File: src/rtl/control_sequencer.sv
// Hardwired fetch/decode/execute controller for the phase-1 DataPath.
// Strobes are decoded combinationally from the state register and the IR opcode.
module control_sequencer (
  input  logic        clock,
  input  logic        clear,
  input  logic        run,
  input  logic [31:0] ir,
  input  logic        mem_ready,
  output logic [15:0] regIn,
  output logic [15:0] regOut,
  output logic        HiIn,
  output logic        LoIn,
  output logic        ZIn,
  output logic        PCIn,
  output logic        MDRIn,
  output logic        YIn,
  output logic        IRIn,
  output logic        MARIn,
  output logic        HiOut,
  output logic        LoOut,
  output logic        ZHiOut,
  output logic        ZLoOut,
  output logic        PCOut,
  output logic        MDROut,
  output logic        COut,
  output logic        IncPC,
  output logic        MDRread,
  output logic        mem_read,
  output logic [4:0]  ALUcode,
  output logic        retire,
  output logic        illegal,
  output logic        halted,
  output logic [15:0] instr_count
);

  typedef enum logic [3:0] {
    S_IDLE = 4'd0, S_T0 = 4'd1, S_T1 = 4'd2, S_T2 = 4'd3, S_T3 = 4'd4,
    S_T4   = 4'd5, S_T5 = 4'd6, S_T6 = 4'd7, S_HALT = 4'd8
  } state_t;

  state_t      r_state;
  state_t      w_next;
  logic [15:0] r_count;
  logic [4:0]  w_op;
  logic [3:0]  w_ra, w_rb, w_rc;
  logic        w_ralu, w_imm, w_muldiv, w_unary, w_nop, w_halt;
  logic        w_unused_ir_bits;

  function automatic logic [15:0] onehot16(input logic [3:0] idx);
    onehot16 = 16'h0001 << idx;
  endfunction

  assign w_op   = ir[31:27];
  assign w_ra   = ir[26:23];
  assign w_rb   = ir[22:19];
  assign w_rc   = ir[18:15];
  assign w_unused_ir_bits = ^ir[14:0];

  assign w_ralu   = (w_op >= 5'd3) && (w_op <= 5'd11);
  assign w_imm    = (w_op >= 5'd12) && (w_op <= 5'd14);
  assign w_muldiv = (w_op == 5'd15) || (w_op == 5'd16);
  assign w_unary  = (w_op == 5'd17) || (w_op == 5'd18);
  assign w_nop    = (w_op == 5'd26);
  assign w_halt   = (w_op == 5'd27);

  assign instr_count = r_count;

  // State register and retired-instruction counter; clear overrides everything.
  always_ff @(posedge clock) begin
    if (clear) begin
      r_state <= S_IDLE;
      r_count <= 16'd0;
    end else begin
      r_state <= w_next;
      if (retire) begin
        r_count <= r_count + 16'd1;
      end
    end
  end

  // Next-state and strobe decode.
  always_comb begin
    w_next   = r_state;
    regIn    = 16'd0;
    regOut   = 16'd0;
    HiIn     = 1'b0;
    LoIn     = 1'b0;
    ZIn      = 1'b0;
    PCIn     = 1'b0;
    MDRIn    = 1'b0;
    YIn      = 1'b0;
    IRIn     = 1'b0;
    MARIn    = 1'b0;
    HiOut    = 1'b0;
    LoOut    = 1'b0;
    ZHiOut   = 1'b0;
    ZLoOut   = 1'b0;
    PCOut    = 1'b0;
    MDROut   = 1'b0;
    COut     = 1'b0;
    IncPC    = 1'b0;
    MDRread  = 1'b0;
    mem_read = 1'b0;
    ALUcode  = 5'd0;
    retire   = 1'b0;
    illegal  = 1'b0;
    halted   = 1'b0;
    case (r_state)
      S_IDLE: begin
        if (run) w_next = S_T0;
        else     w_next = S_IDLE;
      end
      S_T0: begin
        PCOut  = 1'b1;
        MARIn  = 1'b1;
        IncPC  = 1'b1;
        w_next = S_T1;
      end
      S_T1: begin
        mem_read = 1'b1;
        MDRread  = 1'b1;
        MDRIn    = 1'b1;
        if (mem_ready) w_next = S_T2;
        else           w_next = S_T1;
      end
      S_T2: begin
        MDROut = 1'b1;
        IRIn   = 1'b1;
        w_next = S_T3;
      end
      S_T3: begin
        if (w_ralu || w_imm || w_muldiv) begin
          regOut = onehot16(w_rb);
          YIn    = 1'b1;
          w_next = S_T4;
        end else if (w_unary) begin
          w_next = S_T4;
        end else if (w_nop) begin
          retire = 1'b1;
          w_next = S_T0;
        end else if (w_halt) begin
          retire = 1'b1;
          w_next = S_HALT;
        end else begin
          illegal = 1'b1;
          retire  = 1'b1;
          w_next  = S_T0;
        end
      end
      S_T4: begin
        ZIn     = 1'b1;
        ALUcode = w_op;
        // Second operand: immediate field, Rb for unary ops, Rc otherwise.
        if (w_imm)        COut   = 1'b1;
        else if (w_unary) regOut = onehot16(w_rb);
        else              regOut = onehot16(w_rc);
        w_next = S_T5;
      end
      S_T5: begin
        ZLoOut = 1'b1;
        if (w_muldiv) begin
          LoIn   = 1'b1;
          w_next = S_T6;
        end else begin
          regIn  = onehot16(w_ra);
          retire = 1'b1;
          w_next = S_T0;
        end
      end
      S_T6: begin
        ZHiOut = 1'b1;
        HiIn   = 1'b1;
        retire = 1'b1;
        w_next = S_T0;
      end
      S_HALT: begin
        halted = 1'b1;
        w_next = S_HALT;
      end
      default: begin
        w_next = S_IDLE;
      end
    endcase
  end

endmodule

File: config.mk
export PLATFORM = sky130hd
export DESIGN_NAME = control_sequencer
export DESIGN_NICKNAME = d
export VERILOG_FILES = /design/src/rtl/control_sequencer.sv
export SDC_FILE = /design/constraint.sdc
export NUM_CORES = 1
export LEC_CHECK = 0
export ABC_AREA = 1
export ABC_CLOCK_PERIOD_IN_PS = 1600
export BUFFER_PORTS_ARGS = -buffer_cell sky130_fd_sc_hd__buf_2
export CAP_MARGIN = 5
export CORE_MARGIN = 2
export CORE_UTILIZATION = 47
export DETAILED_ROUTE_END_ITERATION = 12
export PLACE_DENSITY = 0.87
export SLEW_MARGIN = 20
export SYNTH_ARGS = -nofsm -noshare
export SYNTH_HDL_FRONTEND = slang
export SYNTH_SLANG_ARGS = --single-unit
File: constraint.sdc
create_clock -name clock -period 1.6 [get_ports clock]
set_input_delay 0.16 -clock clock [delete_from_list [all_inputs] [get_ports clock]]
set_output_delay 0.16 -clock clock [all_outputs]
set_load 0.01 [all_outputs]
==> impl_results.md <==
* Leakage power at 1.58 nW
* Vias in the first global route at 2467
* FF+latch count, synth at 20
* Worst Skew at 0.00747 ns
* Routed Antenna Nets at 0
* Pin count of the biggest net entering global routing at 18
* CP Cell Sequence: inv_2 > nor3_4 > nand2_2 > buf_6 > nor3_2 > nand2_1 > nand2_1 > nand2_1 > nor2_1 > buf_2
* Num CTS Buffers at 3
* Most used flip-flop cell after synthesis: dfxtp_1
* Synth top area cells: dfxtp_1 18%, nand2_1 15%, nand3_1 11%
* Final instance area at 3240 um2
* Synth area leader: dfxtp_1
* N_diodes at 0
* Port Buffers at 91
* Core area at 4690 um2
* CTS H-Tree Depth at 1
* Final WL at 7400 um
* CP Capture Type: output port
* Clock transition at path regs at 0.08 ns
* Class of the worst hold path: primary input to flop
* Cell mode on critical path: nand2_1
* Post-synthesis sequential area ratio at 17.7%
* Synth top cells by count: 91 x nand2_1, 66 x nor2_1, 51 x nand3_1
* Req. time, crit path at 1.44 ns
* Synth async-reset ratio at 0%
* Crit-path max FO at 8
* GP Congestion at 0.957
* Critical path launch point type: flop
* # fillers at 361
* Worst Path Buf+Inv at 3
* Synth Cell Area at 2260 um2
* Slew HR at 67.0%
* Synth top area share at 17.7%
* 1st-iter DRT viols at 274
* Layout cells sized above 1 at 37.7%
* Final period utilization at 125%
* Via density at 5.47
* Initial core utilization at 48.3%
* Detailed Routing Iterations Pass 1 at 5
* CTS Root Cell: clkbuf_8
* CP arrival at 1.84 ns
* Final nets at 544
* Post-Synthesis Cells at 393
* Synth unique cells at 39
* Final Max Tran Viols at 0
* Area taken by multi-input logic gates at 1720 um2
* Rows at 25
* Status: finished, violations left
* Post-Syn Area per Cell at 5.76 um2
* Slew @ Worst Pin at 0.492 ns
* Number of setup violations in the final report at 54
* GRT overflow at 0
* Max incr delay on CP at 0.34 ns
* First-pass GRT wire length at 10500 um
* Unrepaired setup endpoints after global routing: yes
* Violated checks: negative setup slack
* VDD IR max at 0.000545 V
* I/O pins at 110
* DIE AREA at 5390 um2
* Wire per inst at 13.2 um
* Clock Latency Late Sink at 0.27 ns
* Highest Clock Rate at 0.501 GHz
* Cell Pwr Density at 398 nW/um2
* Via count at 3062
* Die X at 73.4 um
* Drt drc at 0
* Fin Setup TNS at -7.93 ns
* Number of synthesized flops with an enable pin at 0
* Synth warn at 0
* Number of max-cap violations at 0
* Clock sink total at 20
* Initial antenna violation count at 0
* TritonCTS clock tree: done
* Crit path max-delay family: simple AND/OR/NAND/NOR gates
* Total track usage at 23.9%
* Placed cell area at 2820 um2
* Worst setup path class: flop to output port
* P&R area growth vs syn at 43.0%
* Sequential cell area at 404 um2
* Most numerous cell in the Yosys netlist: nand2_1
* Worst Slack Setup Final at -0.397 ns
* Slowest CP cell: dfxtp_2
* Die H at 73.4 um
* HPWL Detailed at 4870 um
* Final min period at 2.00 ns
* Max Root-Sink Buffers at 2
* Final Hold Vio Count at 0
[worst reg2reg max path, cell delays in order, from the launching register on]
cell       delay, ns
dfxtp_2         0.34
buf_4           0.16
inv_4           0.07
nand2_4         0.06
nor2_4          0.16
buf_6           0.12
nand4_4         0.09
buf_12          0.16
nand2_8         0.08
buf_4           0.11
clkbuf_16       0.13
nand2_1         0.07
a21oi_2         0.11
[cell families after synthesis]
group | Yosys count | share of synthesized area [%]
flip-flops | 20 | 17.7
buffers and inverters | 69 | 14.0
adder cells (fa/ha/maj) | 1 | 0.552
AND/OR/NAND/NOR | 261 | 54.6
other | 1 | 0.166
AO/OA/AOI/OAI | 31 | 9.12
XOR/XNOR | 10 | 3.87
[area by class of cell]
cell class / count / share of cell area [%]
Clock buffer: 4 / 1.70
Inverter: 47 / 5.52
Multi-Input combinational cell: 307 / 53.0
Sequential cell: 20 / 12.5
Tap cell: 54 / 2.09
Timing Repair Buffer: 128 / 25.3
[cells in the final DEF (no fill, tap or decap), types with 2 or more instances in the layout]
cell type / count
xnor2_1: 3
nor3_4: 5
o211ai_1: 2
a21oi_2: 8
buf_2: 89
conb_1: 3
buf_6: 10
buf_12: 2
nand4_1: 15
nand3_1: 50
nor2_4: 5
nor3_1: 8
xor2_1: 7
nor3_2: 6
clkbuf_8: 4
o41ai_1: 2
nor2_2: 8
nor3b_1: 2
a31oi_1: 2
or2_2: 2
nand2_2: 4
inv_2: 5
nor4_1: 2
buf_4: 26
nor2_1: 55
inv_1: 40
dfxtp_2: 3
o21ai_0: 7
dfxtp_1: 17
a21oi_1: 7
nand2_1: 88
nand2_4: 4
[path summary, 6_finish.rpt]
kind                         from         endpoint  slack (ns)  depth (start not counted)
setup / recovery       r_state[0]        regOut[6]       -0.40                         10
hold / removal                run       r_state[0]        0.19                          3
setup reg to reg       r_state[1]   instr_count[8]       -0.13                         12
hold reg to reg   instr_count[15]  instr_count[15]        0.52                          2
[what timing repair did]
action	in CTS	in global routing
hold buffers	0	0
endpoints found under the setup margin	40	55
buffers inserted	7	8
pin swaps	10	13
gates resized for setup	24	32
cloned	1	1
hold endpoints to repair	0	0
[sequential cells by signal, summed over array words and instances, names as in the netlist]
| signal | cells |
|---|---|
| r_state | 4 |
| instr_count | 16 |
[power breakdown]
part	switching (mW)	internal, mW
logic	0.240	0.140
clock network	0.175	0.220
registers	0.00717	0.507
[per-stage QoR]
stage | utilization, % | worst slack, ns | total power [mW] | hold slack (ns) | instances
4_1_cts | 64.8 | -0.250 | 1.24 | 0.183 | 552
2_1_floorplan | - | 0.0132 | 0.730 | 0.352 | 395
6_report | 69.0 | -0.397 | 1.29 | 0.189 | 560
5_1_grt | 69.0 | -0.493 | 1.35 | 0.200 | 560
3_5_place_dp | 60.1 | -0.0334 | 0.820 | 0.474 | 540
3_3_place_gp | 60.1 | 0.0103 | 0.812 | 0.468 | 540
[layer usage]
metal / global-route usage (%) / share of wire (%) / vias to the layer above
met5: 0 / 0 / -
met4: 8.48 / 2.3 / 0
met1: 29.5 / 40 / 1379
met3: 2.19 / 7.3 / 18
met2: 43.0 / 50 / 161
li1: - / - / 1504
Note: power is estimated with default switching activity, not from simulation.
